### config.mk
export PLATFORM = sky130hd
export DESIGN_NAME = fetch_hazard_ctrl
export DESIGN_NICKNAME = d
export VERILOG_FILES = /design/src/rtl/hazard_pkg.sv /design/src/rtl/load_use_detect.sv /design/src/rtl/fetch_hazard_ctrl.sv
export SDC_FILE = /design/constraint.sdc
export NUM_CORES = 1
export LEC_CHECK = 0
export CORE_MARGIN = 2
export CORE_UTILIZATION = 44
export DETAILED_ROUTE_END_ITERATION = 8
export PLACE_DENSITY = 0.83
export RECOVER_POWER = 100
export SKIP_CTS_REPAIR_TIMING = 1
export SYNTH_ARGS = -nofsm -noshare
export SYNTH_HDL_FRONTEND = slang
export SYNTH_SLANG_ARGS = --single-unit
export TNS_END_PERCENT = 50
### constraint.sdc
create_clock -name clk -period 6.85 [get_ports clk]
set_input_delay 2.055 -clock clk [delete_from_list [all_inputs] [get_ports clk]]
set_output_delay 2.055 -clock clk [all_outputs]
set_load 0.05 [all_outputs]
### src/rtl/hazard_pkg.sv
`default_nettype none
// +----------------------------------------------------------------------+
// | hazard_pkg: shared types and defaults for the fetch/hazard sequencer |
// | Revision: 1.0                                                        |
// +----------------------------------------------------------------------+
package hazard_pkg;

    typedef enum logic [0:0] {
        RUN  = 1'b0,
        DROP = 1'b1
    } fh_state_t;

    localparam int REGW_DEFAULT = 5;

endpackage : hazard_pkg
`default_nettype wire

### src/rtl/load_use_detect.sv
`default_nettype none
// +----------------------------------------------------------------------+
// | load_use_detect: flags a Decode source that needs a load in Execute  |
// | Revision: 1.0                                                        |
// +----------------------------------------------------------------------+
module load_use_detect
    import hazard_pkg::*;
#(
    parameter int REGW = REGW_DEFAULT
) (
    input  logic [REGW-1:0] rs1_d,
    input  logic [REGW-1:0] rs2_d,
    input  logic [REGW-1:0] rd_e,
    input  logic            reg_write_e,
    input  logic            load_e,
    output logic            hazard
);

    // x0 is hardwired zero, so a load targeting it never creates a dependency
    assign hazard = load_e & reg_write_e & (rd_e != '0) &
                    ((rd_e == rs1_d) | (rd_e == rs2_d));

endmodule : load_use_detect
`default_nettype wire

### src/rtl/fetch_hazard_ctrl.sv
`default_nettype none
// +----------------------------------------------------------------------+
// | fetch_hazard_ctrl: stall/flush sequencer for the RV32 five-stage     |
// | pipeline. Optional HAZARD_PERF_CNT_EN adds stall/flush counters.     |
// | Revision: 1.0                                                        |
// +----------------------------------------------------------------------+
module fetch_hazard_ctrl
    import hazard_pkg::*;
#(
    parameter int XLEN    = 32,
    parameter int REGW    = REGW_DEFAULT,
    parameter int TIMEOUT = 255
) (
    input  logic            clk,
    input  logic            reset,
    input  logic            imemReady,
    input  logic [REGW-1:0] Rs1D,
    input  logic [REGW-1:0] Rs2D,
    input  logic [REGW-1:0] RdE,
    input  logic            RegWriteE,
    input  logic            LoadE,
    input  logic            mdBusyE,
    input  logic            PCSrcE,
    output logic            StallF,
    output logic            StallD,
    output logic            StallE,
    output logic            FlushD,
    output logic            FlushE,
`ifdef HAZARD_PERF_CNT_EN
    output logic [XLEN-1:0] stallCycles,
    output logic [XLEN-1:0] flushEvents,
`endif
    output logic            imemTimeout
);

    localparam int               WAITW     = $clog2(TIMEOUT + 1);
    localparam logic [WAITW-1:0] WAIT_MAX  = WAITW'(TIMEOUT);
    localparam logic [WAITW-1:0] WAIT_LAST = WAITW'(TIMEOUT - 1);

    fh_state_t        state;
    logic [WAITW-1:0] wait_cnt;
    logic             load_use;

    load_use_detect #(
        .REGW (REGW)
    ) u_load_use (
        .rs1_d       (Rs1D),
        .rs2_d       (Rs2D),
        .rd_e        (RdE),
        .reg_write_e (RegWriteE),
        .load_e      (LoadE),
        .hazard      (load_use)
    );

    always_comb begin
        StallF = 1'b0;
        StallD = 1'b0;
        StallE = 1'b0;
        FlushD = 1'b0;
        FlushE = 1'b0;
        if (!reset) begin
            FlushD = 1'b1;
            FlushE = 1'b1;
        end else if (state == DROP) begin
            StallF = 1'b1;
            FlushD = 1'b1;
        end else if (PCSrcE) begin
            FlushD = 1'b1;
            FlushE = 1'b1;
        end else if (mdBusyE) begin
            StallF = 1'b1;
            StallD = 1'b1;
            StallE = 1'b1;
        end else if (load_use) begin
            StallF = 1'b1;
            StallD = 1'b1;
            FlushE = 1'b1;
        end else if (!imemReady) begin
            StallF = 1'b1;
            FlushD = 1'b1;
        end
    end

    // Fires on the wait cycle that brings the count to TIMEOUT; saturation blocks repeats
    assign imemTimeout = reset & ~imemReady & (wait_cnt == WAIT_LAST);

    always_ff @(posedge clk or negedge reset) begin
        if (!reset) begin
            state    <= RUN;
            wait_cnt <= '0;
        end else begin
            case (state)
                RUN:     if (PCSrcE && !imemReady) state <= DROP;
                DROP:    if (imemReady) state <= RUN;
                default: state <= RUN;
            endcase
            if (imemReady) begin
                wait_cnt <= '0;
            end else if (wait_cnt != WAIT_MAX) begin
                wait_cnt <= wait_cnt + 1'b1;
            end
        end
    end

`ifdef HAZARD_PERF_CNT_EN
    always_ff @(posedge clk or negedge reset) begin
        if (!reset) begin
            stallCycles <= '0;
            flushEvents <= '0;
        end else begin
            stallCycles <= stallCycles + {{(XLEN-1){1'b0}}, StallF};
            flushEvents <= flushEvents + {{(XLEN-1){1'b0}}, FlushE};
        end
    end
`else
    if (XLEN > 0) begin : g_no_perf_cnt
    end
`endif

endmodule : fetch_hazard_ctrl
`default_nettype wire

== Yosys cells after proc, flatten, opt, wreduce, memory -nomap -nowiden ==
Cells that the tools add are included.
Storage, ports and cells
  register bits: 9
  word-level logic and storage cells: 47
Cells by class
  add/subtract/negate cells: 1
  equal/unequal tests: 4
  multiplexer cells: 28
  bitwise operators: 8
  reduce and logical (&&, ||, !) cells: 4
Operators by type and width (number)
  1-bit 2-to-1 mux: 25
  8-bit 2-to-1 mux: 2
  5-bit equality test: 2
  8-bit by 1-bit adder with 8-bit output (second input constant): 1
  8-bit equality test (second input constant): 1
  8-bit != test (second input constant): 1
  1-bit bitwise AND: 5
  5-bit nonzero test: 1
  1-bit inverter: 2
  1-bit one-hot mux with 2 select lines: 1
  2-bit nonzero test: 1
  1-bit logical AND: 1
  1-bit zero test: 1
  1-bit bitwise OR: 1

== Longest topological paths before layout ==
Gate-level depths: netlist of run 1.
  depth after elaboration: 8
  gate-level depth with buffers: 7

== By module ==
Synthesis of run 1 repeated with hierarchy kept, for this count alone.
Unflattened totals
  cell total of the unflattened synthesis: 76
  area total of the unflattened synthesis: 683.2 sq um
Modules (own cells, without submodules)
  fetch_hazard_ctrl: instances 1, cells an instance 59, area an instance 550.5 sq um
  load_use_detect: instances 1, cells an instance 17, area an instance 132.6 sq um

== Worst setup path before layout of run 1 ==
Ideal clock, no wire load.
  path kind: input to output
  from: in RdE[0]
  to: out FlushD
  arrival time: 3.551 ns
  data required time: 4.795 ns
  path slack: 1.244 ns
  stages: 4
  path buffers: 0
  cell sequence: or4_4 > o211ai_2 > a21oi_2 > o311ai_2
Between the ends
  cells in the longest elaborated chain, start to end: 8
  elaborated cells on any way between the ends: 11
  classes of those cells: eq/ne: 2; mux: 5; bitwise: 3; reduce/logical: 1
Ends and longest elaborated chain
  start: declaration: RTL line fetch_hazard_ctrl.sv:19  | input logic [REGW-1:0] RdE,
  5-bit equality test or 5-bit nonzero test (tied branches): RTL line load_use_detect.sv:21, load_use_detect.sv:20
  1-bit bitwise OR or 1-bit bitwise AND (tied branches): RTL line load_use_detect.sv:21, load_use_detect.sv:20
  1-bit bitwise AND (*): RTL line load_use_detect.sv:20  | assign hazard = load_e & reg_write_e & (rd_e != '0) &
  1-bit 2-to-1 mux (*): RTL line fetch_hazard_ctrl.sv:74  | end else if (load_use) begin
  1-bit 2-to-1 mux (*): RTL line fetch_hazard_ctrl.sv:70  | end else if (mdBusyE) begin
  1-bit 2-to-1 mux (*): RTL line fetch_hazard_ctrl.sv:67  | end else if (PCSrcE) begin
  1-bit 2-to-1 mux (*): RTL line fetch_hazard_ctrl.sv:64  | end else if (state == DROP) begin
  1-bit 2-to-1 mux (*): RTL line fetch_hazard_ctrl.sv:61  | if (!reset) begin
  end: declaration: RTL line fetch_hazard_ctrl.sv:27  | output logic FlushD,
Every way passes the cells marked *; elsewhere a longest branch is shown, timed or not.

== Worst setup path in the final report of run 1 ==
Ends and elaborated chain as after synthesis.

==> reports/metrics.csv, run 1 <==
stage,metric,value,unit
status,run_status,completed,
setup_path,worstRegToRegCells,6,
layout,drive_gt1_share,9.62,%
synth,async_flop_share,100,%
min_path,min-delay-start,wait_cnt[6],
power_and_ir_drop,leakagePower,0.000410,µW
layout,area.growth.synth_to_final,47.2,%
setup_path,critical_path_peak_fanout,4,
synth,synth_enable_flop_cells,0,
route,route.detailed.vias_per_inst,5.38,
global_route,maximum_number_of_pins_on_one_net_before_global_route_repair,12,
synth,synth_largest_type_area_fraction,34.1,%
run,cap_violations,0,
cts,clk_transition_reported_paths,0.06,ns
sta,hold_violations,0,
setup_path,arrival,4.45,ns
route,wl_per_cell,13.9,µm
global_route,gr-usage-all-layers,20.0,%
global_route,grt_pass1_vias,609,
sta,setup_total_neg_slack,0,ns
global_route,grt_pass1_wl,2.76,mm
sta,setup_viol,0,
die,die-height,42.8,µm
sta,min_period,6.51,ns
sta,final.setup_skew,0.00103,ns
die,chipWidth,42.8,µm
setup_path,regToRegEndpoint,wait_cnt[5],
synth,yosysSeqAreaShare,34.1,%
layout,nets,129,
die,row_count,13,
min_path,hold_path.class,reg2reg,
power_and_ir_drop,power-per-cell-area,138,nW/µm²
sta,fin_worst_hold_slack,0.541,ns
layout,ff_latch_area,225,µm²
sta,worst_slew_margin_rel,65.4,%
sta,final-max-slew-violation-count,0,
setup_path,timing.setup.critical_path_class,in2out,
die,io_count,28,
synth,post_synth.cell_area_avg,8.93,µm²
synth,synth-main-ff-cell,dfrtp_1,
power_and_ir_drop,p_seq_share,42.6,%
power_and_ir_drop,cellInternalPower,97.2,µW
synth,ys.warnings.count,0,
power_and_ir_drop,vdd_drop_max,0.117,mV
placed_design,finalWeightedCongestion,0.804,
route,detailedRoute.firstIterationViolations,5,
die,core,1350,µm²
synth,post_synth_most_frequent_cells,"10 x nor2_1, 9 x dfrtp_1, 7 x xor2_1",
sta,worst_tran_pin_value,0.518,ns
cts,clock_sinks,9,
synth,synth_seq_cells,9,
sta,fmax,154,MHz
route,drt_first_pass_iters,4,
setup_path,startpoint_type,primary input,
synth,ys_top_cells_by_area,"dfrtp_1 34%, xor2_1 9.3%, xnor2_1 6.6%",
cts,htree_num_levels,1,
sta,finalCritPeriodShare,95.0,%
synth,syn-instance-count,74,
power_and_ir_drop,clockPowerShare,29.2,%
setup_path,r2r_start,wait_cnt[0],
cts,cts-root-buf,clkbuf_4,
setup_path,critical_path_required,4.80,ns
synth,synth.most_common_cell,nor2_1,
global_route,grt_antenna_before_repair,0,
cts,clk_latency,0.25,ns
die,dieArea,1830,µm²
layout,nFillCells,111,
cts,cts_made_buffers,3,
placed_design,dp.final_hpwl,1.31,mm
power_and_ir_drop,p_sw_share,27.8,%
route,wirelength,1.65,mm
global_route,grt-ovfl-total,0,
synth,netlist-cell-type-count,27,
power_and_ir_drop,power_frac_comb,28.2,%
placed_design,port-buffer-count,27,
sta,rsz0062_at_grt,no,
die,initial_core_util,48.9,%
min_path,worstHoldPathCells,1,
setup_path,register_to_register_setup_slack,5.26,ns
setup_path,crit_slowest_cell,dlygate4sd3_1,
route,route.antenna.remaining_nets,0,
synth,synth_top_area_cell,dfrtp_1,
route,drc,0,
min_path,hold_path_end,wait_cnt[6],
setup_path,crit_path_end_kind,primary output,
setup_path,crit_chain,clkdlybuf4s50_1 -> or4_4 -> o211ai_2 -> a21oi_2 -> o311ai_2 -> dlygate4sd3_1,
cts,cts_tree,done,
route,dr_total_vias,640,
layout,multi_input_combinational_cell_area,417,µm²
layout,count_of_inserted_antenna_diode_cells,0,
cts,cts_max_path_buffers,2,
synth,synth.cell_area,661,µm²
synth,synth_nets,98,
setup_path,slowest_delay,0.91,ns
power_and_ir_drop,switching_power,37.4,µW
critical path: cells and delay by family:
| family | cells | cell delay [ns] |
|---|---|---|
| compound gates | 3 | 0.46 |
| buf+inv | 2 | 1.38 |
| simple gates | 1 | 0.56 |
how the worst max path moves through the flow:
stage,cells past startpoint,startpoint,to,slack [ns]
2_1_floorplan,4,RdE[0],FlushD,1.24
3_3_place_gp,6,RdE[0],FlushD,0.45
3_5_place_dp,6,RdE[0],FlushD,0.39
4_1_cts,6,RdE[0],FlushD,0.39
5_1_grt,7,RdE[2],StallD,0.25
6_report,6,RdE[0],FlushD,0.34
power groups by stage:
stage | registers, µW | clock network (µW) | logic (µW)
6_report | 57.3 | 39.3 | 37.9
5_1_grt | 57.5 | 45.0 | 41.1
2_1_floorplan | 57.7 | 0 | 17.8
4_1_cts | 57.2 | 41.3 | 39.5
3_3_place_gp | 58.1 | 0 | 38.7
3_5_place_dp | 58.2 | 0 | 39.2
per-layer routing:
metal	routed length, µm	GRT usage (%)
met1	780	26.6
met4	0	1.88
met5	0	0
met3	111	6.81
met2	759	32.4
cell families after synthesis:
logic type	share of synthesized area (%)
AO/OA/AOI/OAI	19.7
flip-flops	34.1
buffers and inverters	2.84
AND/OR/NAND/NOR	23.7
adder cells (fa/ha/maj)	3.79
XOR/XNOR	15.9
layout make-up:
type                            count  area share, %
Sequential cell                     9           23.2
Inverter                            2          0.772
Tap cell                           15           1.93
Multi-Input combinational cell     60           42.9
Timing Repair Buffer               29           28.6
Clock buffer                        4           2.70
placed cells by master (no fill, tap or decap), types with 2 or more instances in the layout:
cell and instances:
nand2_1 2, dlygate4sd3_1 8, clkdlybuf4s50_1 19, xor2_1 7, nand4_1 3, a211oi_1 3
xnor2_1 5, nor2_1 10, a31oi_1 3, clkbuf_1 3, and3_1 2, nand3_1 5
ha_1 2, nor3_1 4, clkbuf_4 3, o21ai_0 2, inv_1 2, dfrtp_1 9
metrics by stage:
stage | cell area, µm² | worst slack (ns) | utilization, % | total power, µW | std cells
finish | 972 | 0.342 | 72.0 | 135 | 119
global route | 972 | 0.247 | 72.0 | 144 | 119
CTS | 980 | 0.393 | 72.6 | 138 | 119
detailed placement | 953 | 0.389 | 70.6 | 97.5 | 115
global placement | 953 | 0.452 | 70.6 | 96.8 | 115
floorplan | 661 | 1.24 | - | 75.5 | 74
sequential cells by signal, summed over array words and instances, names as in the netlist:
register	cells
state	1
wait_cnt	8
(Power assumes the default switching activity.)
==> run 2, diff against run 1 <==
--- a/config.mk
+++ b/config.mk
@@ -6,9 +6,11 @@
 export NUM_CORES = 1
 export LEC_CHECK = 0
 export CORE_MARGIN = 2
-export CORE_UTILIZATION = 44
+export CORE_UTILIZATION = 46
+export CTS_BUF_LIST = sky130_fd_sc_hd__clkbuf_4 sky130_fd_sc_hd__clkbuf_8
+export CTS_CLUSTER_SIZE = 24
 export DETAILED_ROUTE_END_ITERATION = 8
-export PLACE_DENSITY = 0.83
+export PLACE_DENSITY = 0.86
 export RECOVER_POWER = 100
 export SKIP_CTS_REPAIR_TIMING = 1
 export SYNTH_ARGS = -nofsm -noshare
==> run 2 against run 1 <==
- hold slack improved by 0.016 ns
- final cell count is the same
- wire length grew 1.1%
- flip-flop and latch count is the same
- register-to-register slack is essentially flat
- via count increased by 1.1%
- fmax grew 0.56%
- combinational power about the same
- core utilization rose by 2.1 points
- clock power is 14% higher
- die area fell by 4.0%
- largest power group unchanged
==> reports/metrics.csv, run 2 (synthesized netlist as in run 1, its figures left out) <==
stage,metric,value,unit
route,drc,0,
die,initial_core_util,50.1,%
setup_path,crit_path_end_kind,primary output,
global_route,grt_antenna_before_repair,0,
setup_path,startpoint_type,primary input,
sta,final-max-slew-violation-count,0,
power_and_ir_drop,switching_power,38.8,µW
power_and_ir_drop,clockPowerShare,32.1,%
power_and_ir_drop,leakagePower,0.000414,µW
route,drt_first_pass_iters,4,
power_and_ir_drop,p_seq_share,40.8,%
power_and_ir_drop,power-per-cell-area,143,nW/µm²
layout,drive_gt1_share,10.6,%
cts,cts_tree,done,
layout,max_flop_register,wait_cnt,
cts,clk_transition_reported_paths,0.06,ns
route,route.antenna.remaining_nets,0,
setup_path,critical_path_required,4.80,ns
min_path,hold_path.class,reg2reg,
layout,layout_commonest_cell,clkdlybuf4s50_1,
global_route,maximum_number_of_pins_on_one_net_before_global_route_repair,12,
power_and_ir_drop,p_sw_share,27.7,%
min_path,min-delay-start,wait_cnt[6],
layout,count_of_inserted_antenna_diode_cells,0,
placed_design,port-buffer-count,27,
layout,nFillCells,111,
sta,setup_total_neg_slack,0,ns
route,wirelength,1.67,mm
layout,layout_common_cells,"19 x clkdlybuf4s50_1, 10 x nor2_1, 9 x dfrtp_1",
global_route,grt_pass1_wl,2.78,mm
die,core,1320,µm²
layout,ff_latch_area,225,µm²
route,wl_per_cell,14.0,µm
layout,nets,129,
sta,rsz0062_at_grt,no,
sta,setup_viol,0,
sta,finalCritPeriodShare,94.5,%
placed_design,finalWeightedCongestion,0.803,
status,run_status,completed,
die,die-height,41.9,µm
sta,final.setup_skew,0.00163,ns
global_route,grt-ovfl-total,0,
setup_path,critical_path_peak_fanout,4,
placed_design,dp.final_hpwl,1.32,mm
die,io_count,28,
route,route.detailed.vias_per_inst,5.44,
sta,worst_slew_margin_rel,65.4,%
cts,clock_sinks,9,
setup_path,register_to_register_setup_slack,5.26,ns
cts,htree_num_levels,1,
power_and_ir_drop,vdd_drop_max,0.0988,mV
setup_path,arrival,4.42,ns
cts,clk_latency,0.26,ns
route,detailedRoute.firstIterationViolations,13,
global_route,gr-usage-all-layers,20.6,%
layout,layout.cell_area.non_filler,976,µm²
layout,layout_top_registers,"wait_cnt: 8 flops, state: 1 flops",
sta,min_period,6.47,ns
layout,largest_register_ffs,8,
sta,fmax,155,MHz
cts,cts-root-buf,clkbuf_4,
die,dieArea,1760,µm²
setup_path,r2r_start,wait_cnt[0],
setup_path,timing.critical_path.from,RdE[0],
layout,multi_input_combinational_cell_area,417,µm²
placed_design,detailed_place.area,953,µm²
sta,hold_violations,0,
die,row_count,13,
die,chipWidth,41.9,µm
sta,worst_tran_pin_value,0.518,ns
run,cap_violations,0,
power_and_ir_drop,cellInternalPower,101,µW
power_and_ir_drop,power_frac_comb,27.0,%
layout,area.growth.synth_to_final,47.7,%
cts,cts_max_path_buffers,2,
global_route,grt_pass1_vias,620,
setup_path,timing.setup.critical_path_class,in2out,
route,dr_total_vias,647,
cts,cts_made_buffers,3,
[run 2: cell count changes in the layout (fill, tap and decap cells not counted)]
cell and delta:
clkbuf_1 -1, clkbuf_4 +1
[run 2: metrics by stage]
stage	total power (µW)	util, %	hold slack [ns]	setup slack (ns)	instances
2_1_floorplan	75.5	-	0.484	1.24	74
6_report	140	74.1	0.556	0.378	119
3_3_place_gp	96.8	72.4	0.523	0.454	115
3_5_place_dp	97.4	72.4	0.531	0.436	115
4_1_cts	143	74.6	0.543	0.433	119
5_1_grt	149	74.1	0.566	0.284	119
[run 2: layout make-up]
cell class	instances	area share, %
timing repair buffer	29	28.5
clock buffer	4	3.08
inverter	2	0.769
sequential	9	23.1
tap	15	1.92
multi-input combinational	60	42.7
[run 2: path summary, 6_finish.rpt]
path,depth (start not counted),end
setup / recovery,6,FlushD
hold / removal,1,wait_cnt[6]
setup reg to reg,6,wait_cnt[5]
hold reg to reg,1,wait_cnt[6]
max in group asynchronous,2,wait_cnt[0]
min in group asynchronous,1,state
[run 2: worst max-delay path: stages]
cell and delay (ns):
clkdlybuf4s50_1 0.47, or4_4 0.55, o211ai_2 0.16, a21oi_2 0.07, o311ai_2 0.20, dlygate4sd3_1 0.90
[run 2: power by group through the flow]
stage               logic, µW  registers, µW  clock network, µW
global placement         38.8           58.0                  0
detailed placement       39.3           58.1                  0
floorplan                17.8           57.7                  0
global route             41.1           57.5               50.0
finish                   37.8           57.2               44.9
CTS                      39.5           57.1               46.3
[run 2: routing by layer]
metal / share of wire (%) / track usage (%)
met2: 49 / 33.4
met5: 0 / 0
met3: 5.2 / 5.22
met4: 1.1 / 7.10
met1: 44 / 26.4
